## src/rtl/decode_pkg.sv

```systemverilog
// -----------------------------------------------------------------------------
// decode_pkg
// Shared definitions for the instruction decode stage:
//   - MIPS opcode / funct constants used by the decoder
//   - alu_op codes carried in the control word
//   - o_ctrl bit positions and the packed control-word struct
//   - FSM state encoding (RUN / PEND / HALTED)
// -----------------------------------------------------------------------------
package decode_pkg;

   // Opcode and funct values the decoder distinguishes
   localparam logic [5:0] OP_RTYPE = 6'h00;
   localparam logic [5:0] OP_J     = 6'h02;
   localparam logic [5:0] OP_JAL   = 6'h03;
   localparam logic [5:0] OP_BEQ   = 6'h04;
   localparam logic [5:0] OP_BNE   = 6'h05;
   localparam logic [5:0] FN_JR    = 6'h08;
   localparam logic [5:0] FN_JALR  = 6'h09;

   // All-ones word parks the stage in HALTED
   localparam logic [31:0] HALT_INSTR = 32'hFFFF_FFFF;

   // alu_op codes
   localparam logic [1:0] ALU_OP_MEM    = 2'b00;
   localparam logic [1:0] ALU_OP_BRANCH = 2'b01;
   localparam logic [1:0] ALU_OP_RTYPE  = 2'b10;
   localparam logic [1:0] ALU_OP_IMM    = 2'b11;

   // o_ctrl bit positions
   localparam int CTRL_W            = 12;
   localparam int CTRL_WB_WRITE     = 11;
   localparam int CTRL_MEM_TO_REG   = 10;
   localparam int CTRL_MEM_READ     = 9;
   localparam int CTRL_MEM_WRITE    = 8;
   localparam int CTRL_MEM_UNSIGNED = 7;
   localparam int CTRL_MEM_SIZE_HI  = 6;
   localparam int CTRL_MEM_SIZE_LO  = 5;
   localparam int CTRL_ALU_SRC      = 4;
   localparam int CTRL_REG_DST      = 3;
   localparam int CTRL_ALU_OP_HI    = 2;
   localparam int CTRL_ALU_OP_LO    = 1;
   localparam int CTRL_IS_LINK      = 0;

   // Field order matches the bit positions above (MSB first)
   typedef struct packed {
      logic       wb_write;
      logic       mem_to_reg;
      logic       mem_read;
      logic       mem_write;
      logic       mem_unsigned;
      logic [1:0] mem_size;
      logic       alu_src;
      logic       reg_dst;
      logic [1:0] alu_op;
      logic       is_link;
   } ctrl_t;

   typedef enum logic [1:0] {
      ST_RUN    = 2'd0,
      ST_PEND   = 2'd1,
      ST_HALTED = 2'd2
   } state_t;

endpackage

```

## src/rtl/regfile_2r1w.sv

```systemverilog
// -----------------------------------------------------------------------------
// regfile_2r1w
// Register file with two asynchronous read ports and one synchronous write
// port. Register 0 reads as zero and ignores writes.
// Ports:
//   i_clk, i_reset_n          clock, asynchronous active-low reset
//   i_addr_a / o_data_a       read port A
//   i_addr_b / o_data_b       read port B
//   i_we, i_waddr, i_wdata    write port (rising edge)
// -----------------------------------------------------------------------------
module regfile_2r1w #(
   parameter int NB_DATA     = 32,
   parameter int NB_REG_ADDR = 5
) (
   input  logic                   i_clk,
   input  logic                   i_reset_n,
   input  logic [NB_REG_ADDR-1:0] i_addr_a,
   output logic [NB_DATA-1:0]     o_data_a,
   input  logic [NB_REG_ADDR-1:0] i_addr_b,
   output logic [NB_DATA-1:0]     o_data_b,
   input  logic                   i_we,
   input  logic [NB_REG_ADDR-1:0] i_waddr,
   input  logic [NB_DATA-1:0]     i_wdata
);

   localparam int NUM_REGS = 2**NB_REG_ADDR;

   logic [NB_DATA-1:0] regs [NUM_REGS];

   // NOTE: sequential state uses <= so every flop samples pre-edge values.
   always_ff @(posedge i_clk or negedge i_reset_n) begin
      if (!i_reset_n) begin
         // NOTE: the array is cleared on reset, which forces it into flops
         // rather than a RAM macro; acceptable for a 32-entry regfile.
         for (int i = 0; i < NUM_REGS; i++) begin
            regs[i] <= '0;
         end
      end else if (i_we && (i_waddr != '0)) begin
         regs[i_waddr] <= i_wdata;
      end
   end

   assign o_data_a = (i_addr_a == '0) ? '0 : regs[i_addr_a];
   assign o_data_b = (i_addr_b == '0) ? '0 : regs[i_addr_b];

endmodule

```

## src/rtl/instruction_decode_stage.sv

```systemverilog
// -----------------------------------------------------------------------------
// instruction_decode_stage
// MIPS decode stage: reads operands, builds the control word, resolves
// jumps/branches combinationally and registers the decoded bundle behind a
// valid/ready handshake. A RUN/PEND/HALTED FSM parks the stage after the
// all-ones halt word until i_resume.
// Optional feature: define DECODE_WB_BYPASS_EN to forward a same-cycle
// register write into the operands and the branch compare.
// Ports:
//   i_clk, i_reset_n                 clock, asynchronous active-low reset
//   i_valid/o_ready, i_instruction, i_pc4   upstream handshake and payload
//   i_stall, i_flush, i_resume       hazard bubble, discard, leave HALTED
//   i_wb_we/i_wb_addr/i_wb_data      register write port
//   o_valid/i_ready + o_ra..o_ctrl   downstream handshake and bundle
//   o_jump, o_jump_addr              combinational redirect
//   o_halt                           stage is HALTED
// -----------------------------------------------------------------------------
module instruction_decode_stage
   import decode_pkg::*;
#(
   parameter int NB_DATA     = 32,
   parameter int NB_PC       = 32,
   parameter int NB_REG_ADDR = 5
) (
   input  logic                   i_clk,
   input  logic                   i_reset_n,
   input  logic                   i_valid,
   output logic                   o_ready,
   input  logic [31:0]            i_instruction,
   input  logic [NB_PC-1:0]       i_pc4,
   input  logic                   i_stall,
   input  logic                   i_flush,
   input  logic                   i_resume,
   input  logic                   i_wb_we,
   input  logic [NB_REG_ADDR-1:0] i_wb_addr,
   input  logic [NB_DATA-1:0]     i_wb_data,
   output logic                   o_valid,
   input  logic                   i_ready,
   output logic [NB_DATA-1:0]     o_ra,
   output logic [NB_DATA-1:0]     o_rb,
   output logic [NB_DATA-1:0]     o_imm,
   output logic [NB_REG_ADDR-1:0] o_rs,
   output logic [NB_REG_ADDR-1:0] o_rt,
   output logic [NB_REG_ADDR-1:0] o_rd,
   output logic [4:0]             o_shamt,
   output logic [5:0]             o_opcode,
   output logic [5:0]             o_funct,
   output logic [CTRL_W-1:0]      o_ctrl,
   output logic                   o_jump,
   output logic [NB_PC-1:0]       o_jump_addr,
   output logic                   o_halt
);

   // ---------------- instruction fields ----------------
   logic [5:0]             opcode, funct;
   logic [NB_REG_ADDR-1:0] rs_addr, rt_addr, rd_addr;

   assign opcode  = i_instruction[31:26];
   assign funct   = i_instruction[5:0];
   assign rs_addr = NB_REG_ADDR'(i_instruction[25:21]);
   assign rt_addr = NB_REG_ADDR'(i_instruction[20:16]);
   assign rd_addr = NB_REG_ADDR'(i_instruction[15:11]);

   // ---------------- operand read ----------------
   logic [NB_DATA-1:0] rf_data_a, rf_data_b, rs_val, rt_val;

   regfile_2r1w #(
      .NB_DATA     (NB_DATA),
      .NB_REG_ADDR (NB_REG_ADDR)
   ) u_regfile (
      .i_clk     (i_clk),
      .i_reset_n (i_reset_n),
      .i_addr_a  (rs_addr),
      .o_data_a  (rf_data_a),
      .i_addr_b  (rt_addr),
      .o_data_b  (rf_data_b),
      .i_we      (i_wb_we),
      .i_waddr   (i_wb_addr),
      .i_wdata   (i_wb_data)
   );

`ifdef DECODE_WB_BYPASS_EN
   logic wb_hit;
   assign wb_hit = i_wb_we && (i_wb_addr != '0);
   assign rs_val = (wb_hit && (i_wb_addr == rs_addr)) ? i_wb_data : rf_data_a;
   assign rt_val = (wb_hit && (i_wb_addr == rt_addr)) ? i_wb_data : rf_data_b;
`else
   assign rs_val = rf_data_a;
   assign rt_val = rf_data_b;
`endif

   // ---------------- instruction classes ----------------
   logic is_rtype, is_jr, is_jalr, is_j, is_jal, is_beq, is_bne;
   logic is_mem, is_load, is_store, is_imm, is_halt;

   assign is_rtype = (opcode == OP_RTYPE);
   assign is_jr    = is_rtype && (funct == FN_JR);
   assign is_jalr  = is_rtype && (funct == FN_JALR);
   assign is_j     = (opcode == OP_J);
   assign is_jal   = (opcode == OP_JAL);
   assign is_beq   = (opcode == OP_BEQ);
   assign is_bne   = (opcode == OP_BNE);
   assign is_mem   = opcode[5];
   assign is_load  = is_mem && !opcode[3];
   assign is_store = is_mem && opcode[3];
   assign is_imm   = (opcode[5:3] == 3'b001);
   assign is_halt  = (i_instruction == HALT_INSTR);

   // ---------------- control word ----------------
   ctrl_t ctrl;

   always_comb begin
      // NOTE: every comb output gets a default first so no path infers a latch.
      ctrl              = '0;
      ctrl.wb_write     = (is_rtype && !is_jr) || is_jal || is_load || is_imm;
      ctrl.mem_to_reg   = !is_load;
      ctrl.mem_read     = is_load;
      ctrl.mem_write    = is_store;
      ctrl.alu_src      = is_mem || is_imm;
      ctrl.reg_dst      = is_rtype;
      ctrl.is_link      = is_jal || is_jalr;
      if (is_mem) begin
         ctrl.mem_unsigned = opcode[2];
         ctrl.mem_size     = opcode[1:0];
      end
      if (is_rtype)              ctrl.alu_op = ALU_OP_RTYPE;
      else if (is_mem)           ctrl.alu_op = ALU_OP_MEM;
      else if (is_imm || is_jal) ctrl.alu_op = ALU_OP_IMM;
      else                       ctrl.alu_op = ALU_OP_BRANCH;
   end

   // Link instructions carry the return address in place of rs
   logic [NB_DATA-1:0]     ra_next, imm_ext;
   logic [NB_REG_ADDR-1:0] rs_next, rt_next;

   assign ra_next = ctrl.is_link ? NB_DATA'(i_pc4) : rs_val;
   assign rs_next = ctrl.is_link ? '0 : rs_addr;
   assign rt_next = is_jal ? NB_REG_ADDR'(31) : rt_addr;
   assign imm_ext = {{(NB_DATA-16){i_instruction[15]}}, i_instruction[15:0]};

   // ---------------- redirect ----------------
   logic [NB_PC-1:0] br_off, br_tgt, j_tgt;
   logic             jump_taken, accept;

   assign br_off = {{(NB_PC-16){i_instruction[15]}}, i_instruction[15:0]} << 2;
   assign br_tgt = i_pc4 + br_off;
   // Keep PC bits above 28, replace the low 28 with the word index
   assign j_tgt  = (i_pc4 & ~NB_PC'(28'hFFF_FFFF)) | NB_PC'({i_instruction[25:0], 2'b00});

   assign jump_taken = (is_beq && (rs_val == rt_val)) || (is_bne && (rs_val != rt_val))
                     || is_j || is_jal || is_jr || is_jalr;

   always_comb begin
      if (is_jr || is_jalr)    o_jump_addr = NB_PC'(rs_val);
      else if (is_j || is_jal) o_jump_addr = j_tgt;
      else                     o_jump_addr = br_tgt;
   end

   assign accept = i_valid && o_ready && !i_stall && !i_flush;
   assign o_jump = accept && jump_taken;

   // ---------------- FSM ----------------
   state_t state, state_next;
   logic   run;

   always_ff @(posedge i_clk or negedge i_reset_n) begin
      if (!i_reset_n) state <= ST_RUN;
      else            state <= state_next;
   end

   always_comb begin
      state_next = state;
      case (state)
         ST_RUN:    if (accept && is_halt) state_next = ST_PEND;
         ST_PEND:   if (i_flush)           state_next = ST_RUN;
                    else if (!o_valid)     state_next = ST_HALTED;
         ST_HALTED: if (i_resume)          state_next = ST_RUN;
         default:                          state_next = ST_RUN;
      endcase
   end

   always_comb begin
      run    = (state == ST_RUN);
      o_halt = (state == ST_HALTED);
   end

   assign o_ready = run && (!o_valid || i_ready);

   // ---------------- output register ----------------
   // A bubble only clears valid and ctrl; the data fields are don't-care then.
   always_ff @(posedge i_clk or negedge i_reset_n) begin
      if (!i_reset_n) begin
         o_valid  <= 1'b0;
         o_ctrl   <= '0;
         o_ra     <= '0;
         o_rb     <= '0;
         o_imm    <= '0;
         o_rs     <= '0;
         o_rt     <= '0;
         o_rd     <= '0;
         o_shamt  <= '0;
         o_opcode <= '0;
         o_funct  <= '0;
      end else if (i_flush) begin
         o_valid <= 1'b0;
         o_ctrl  <= '0;
      end else if (accept && !is_halt) begin
         o_valid  <= 1'b1;
         o_ctrl   <= ctrl;
         o_ra     <= ra_next;
         o_rb     <= rt_val;
         o_imm    <= imm_ext;
         o_rs     <= rs_next;
         o_rt     <= rt_next;
         o_rd     <= rd_addr;
         o_shamt  <= i_instruction[10:6];
         o_opcode <= opcode;
         o_funct  <= funct;
      end else if (o_ready) begin
         o_valid <= 1'b0;
         o_ctrl  <= '0;
      end
   end

endmodule

```

## config.mk

```make
export PLATFORM = sky130hd
export DESIGN_NAME = instruction_decode_stage
export DESIGN_NICKNAME = d
export VERILOG_FILES = /design/src/rtl/decode_pkg.sv /design/src/rtl/regfile_2r1w.sv /design/src/rtl/instruction_decode_stage.sv
export SDC_FILE = /design/constraint.sdc
export NUM_CORES = 2
export LEC_CHECK = 0
export ABC_AREA = 1
export ABC_CLOCK_PERIOD_IN_PS = 9350
export CORE_MARGIN = 4
export CORE_UTILIZATION = 65
export CTS_BUF_LIST = sky130_fd_sc_hd__clkbuf_16
export CTS_CLUSTER_DIAMETER = 200
export CTS_CLUSTER_SIZE = 16
export DETAILED_ROUTE_END_ITERATION = 10
export GPL_ROUTABILITY_DRIVEN = 1
export GPL_TIMING_DRIVEN = 1
export PLACE_DENSITY = 0.85
export SYNTH_ARGS = -nofsm -noshare
export SYNTH_HDL_FRONTEND = slang
export SYNTH_SLANG_ARGS = --single-unit
```

## constraint.sdc

```tcl
create_clock -name i_clk -period 9.35 [get_ports i_clk]
set_input_delay 1.87 -clock i_clk [delete_from_list [all_inputs] [get_ports i_clk]]
set_output_delay 1.87 -clock i_clk [all_outputs]
set_load 0.02 [all_outputs]
```

==> impl_metrics.yaml <==
status:
  status: "complete, no violations"
floorplanning:
  core_area_um2: 102000
  rows: 117
  dieWidth_um: 329
  dieHeight_um: 329
  initial_utilization: 0.656
  die_area_um2: 108000
  ios: 285
clocking:
  numClockSinks: 1135
  cts-htree-levels: 3
  cts_buffers: 80
  cts_root_buffer: "clkbuf_16"
  tritoncts: "built"
  cts_setup_buffers: 0
  clk_pin_slew_ns: 0.07
  postCtsHoldBufs: 0
  clock_latency_ns: 0.72
  clockBufferDepth: 3
  post_cts_resized: 0
final_layout:
  layout-drive-gt1-share: 0.0301
  ff_latch_area_um2: 28400
  finalInstanceArea_um2: 71100
  multi_input_area_um2: 31500
  fill_cells: 8609
  syn2layout_area_growth_pct: 6.45
  final_cells: 10678
  nets: 9430
setup_path:
  cp_cell_sequence: "clkdlybuf4s50_1 -> buf_4 -> clkinv_2 -> nand3_1 -> nand2_1 -> nand3_1 -> inv_1 -> nand2_1 -> nand2_1 -> clkinv_1 -> nand2_1 -> nor2_1 -> nand2_1 -> nor2_1 -> nand3_1 -> nand3_1 -> nand2_1 -> inv_1 -> clkdlybuf4s50_1"
  critical_path_required_ns: 7.48
  critical_path_class: "in -> out"
  r2r-start: "state[0]$_DFFE_PN0P_"
  worst_setup_path_start_kind: "primary input"
  max_stage_delay_ns: 1.07
  slowest_stage: "clkinv_2"
  cp_common_cell: "nand2_1"
  ff2ff_setup_slack_ns: 5.20
  worstPathMaxFanout: 45
  critPathArrivalTime_ns: 6.90
  worstSetupEndpointType: "primary output"
  reg2reg_to: "o_ra[3]$_DFFE_PN0P_"
  rr_worst_depth: 9
power:
  p_leak_nw: 34.8
  ir_drop_v: 0.000184
  powerDensity_nw_per_um2: 192
logic_synthesis:
  synthFlopType: "dfrtp_1"
  async_reset_ff_frac: 1.00
  syn_inst: 9604
  synth_warnings: 0
  postSynthAreaPerCell_um2: 6.95
  yosys.cell_types.count: 42
  syn_nets: 9743
  synthesis.area_um2: 66800
  synth_top_area_frac: 0.425
  synth_edf_count: 0
  yosys.area.top_type: "dfrtp_1"
  ys_seq_area_frac: 0.425
  ys_seq_elements: 1135
  synth.area.top_cells: "dfrtp_1 43%, nand2_1 17%, o21ai_0 9.7%, nand3_1 6.4%, o211ai_1 5.4%"
timing:
  finClkSkew_ns: 0.0516
  timing.final.crit_period_ns: 8.77
  slew_headroom: 0.0760
  setup_tns_ns: 0
  rsz0062_at_grt: "no"
  hold_viol: 0
  timing.fmax_mhz: 114
  tightest_slew_ns: 1.39
  setup-violations-final: 0
  finalCritPeriodShare: 0.938
  drv_slew: 0
routing:
  via_per_inst: 6.49
  drt-pass1-iter-count: 9
  drc: 0
  wl_per_cell_um: 24.5
  via_count: 69263
  wl_um: 262000
  antenna_left: 0
  drt_iter0_markers: 11858
placement:
  place.gp.congestion: 0.997
  dpl-instance-area_um2: 68900
  placed_cells: 10577
  portBuffers: 284
  dp_hpwl_um: 164000
worst_hold_path:
  whs_path_depth: 0
  holdCritPathClass: "reg -> reg"
  hp-start: "u_regfile.regs[1017]$_DFFE_PN0P_"
  holdPathEnd: "u_regfile.regs[1017]$_DFFE_PN0P_"
global_routing:
  grt_usage: 0.476
  grt_pass1_vias: 63601
  grt_max_degree: 218
  antenna_found_initial: 19
  grt_pass1_wl_um: 392000
  overflow: 0
run:
  cap_violations: 0
placed cells by master (no fill, tap or decap), types with 3 or more instances in the layout:
cell type,Yosys,layout
o211ai_1,483,483
inv_1,854,851
clkinv_16,0,3
nor2_1,504,500
nand3_2,1,5
nand2_4,0,13
nand2_1,3064,3038
buf_12,0,24
o21ai_1,49,50
clkdlybuf4s50_1,0,275
o221ai_1,5,5
diode_2,0,13
nand3_1,850,846
nor2_4,0,5
buf_4,47,96
nand4_1,11,11
a31oi_1,9,9
or2_2,6,6
o211ai_2,4,4
a211oi_1,3,3
clkinv_2,0,3
dfrtp_1,1135,1135
clkbuf_16,0,81
inv_2,8,7
xnor2_1,11,11
nor4_1,5,5
xor2_1,11,11
a21oi_1,414,414
nand2_2,1,14
nor3_1,18,16
nor2b_1,3,3
inv_6,0,5
o31ai_1,6,6
clkinv_1,5,3
o22ai_1,6,6
o21ai_0,1297,1296
buf_8,0,5
ha_1,29,29
critical path, delay by kind of cell:
| kind | cells | cell delay (ns) |
|---|---|---|
| buf+inv | 7 | 2.64 |
| simple gates | 12 | 2.35 |
synth_stat cells, drive strengths merged (2+ instances only):
| cell type | count |
|---|---|
| nand2 | 3065 |
| o21ai | 1346 |
| dfrtp | 1135 |
| inv | 862 |
| nand3 | 851 |
| nor2 | 507 |
| o211ai | 487 |
| a21oi | 414 |
| clkbuf | 409 |
| buf | 388 |
| ha | 29 |
| nor3 | 18 |
| nand4 | 11 |
| xnor2 | 11 |
| xor2 | 11 |
| a31oi | 9 |
| o22ai | 6 |
| o31ai | 6 |
| or2 | 6 |
| clkinv | 5 |
| nor4 | 5 |
| o221ai | 5 |
| a211oi | 3 |
| nor2b | 3 |
| a21boi | 2 |
| a21o | 2 |
| a32o | 2 |
routing by layer:
| layer | GRT usage | routed length, µm |
|---|---|---|
| met5 | 0 | 117 |
| met4 | 0.264 | 16900 |
| met3 | 0.189 | 42900 |
| met2 | 0.665 | 106000 |
| met1 | 0.634 | 95800 |
cells by family (layout without fill, tap and decap cells):
logic type      count (synthesis)  in the layout  share of synthesized area
simple gates                 4467           4467                      0.269
xor+xnor                       22             22                    0.00288
compound gates               2286           2286                      0.191
flops                        1135           1135                      0.425
other cells                     0             13                          0
fa+ha+maj                      30             30                    0.00573
buf+inv                      1664           1357                      0.106
flip-flops by register name, indices dropped and copies added, names as in the netlist:
signal	cells
o_opcode	6
o_ctrl	12
o_rs	5
o_rt	5
u_regfile.regs	1024
o_valid	1
state	2
o_ra	32
o_rb	32
o_imm	16
through the flow:
step	worst slack (ns)	hold slack, ns	total power [mW]	utilization
global route	0.490	0.409	14.3	0.698
detailed placement	0.841	0.381	10.2	0.676
floorplan	3.41	0.440	8.75	-
global placement	0.906	0.376	10.0	0.676
finish	0.582	0.397	13.6	0.698
CTS	0.830	0.398	13.5	0.698
layout make-up:
type,instances,area share
Tap cell,1368,0.0241
Clock inverter,7,0.00190
Timing Repair Buffer,402,0.0568
Multi-Input combinational cell,6805,0.443
Sequential cell,1135,0.399
Inverter,867,0.0461
Clock buffer,81,0.0285
Antenna cell,13,0.000458
power breakdown:
part           switching, mW  internal [mW]  total, mW
sequential             0.586           5.82       6.41
combinational           2.55           1.28       3.83
clock                   1.82           1.56       3.38
total                   4.96           8.66       13.6
how the worst max path moves through the flow:
stage                       from               to  cells after the start
6_report       i_instruction[24]           o_jump                     19
5_1_grt        i_instruction[24]           o_jump                     19
4_1_cts        i_instruction[24]           o_jump                     19
3_5_place_dp   i_instruction[24]           o_jump                     18
3_3_place_gp   i_instruction[24]           o_jump                     19
2_1_floorplan   i_instruction[0]  o_jump_addr[22]                     17
No activity file was read; power rests on OpenSTA's default activity.
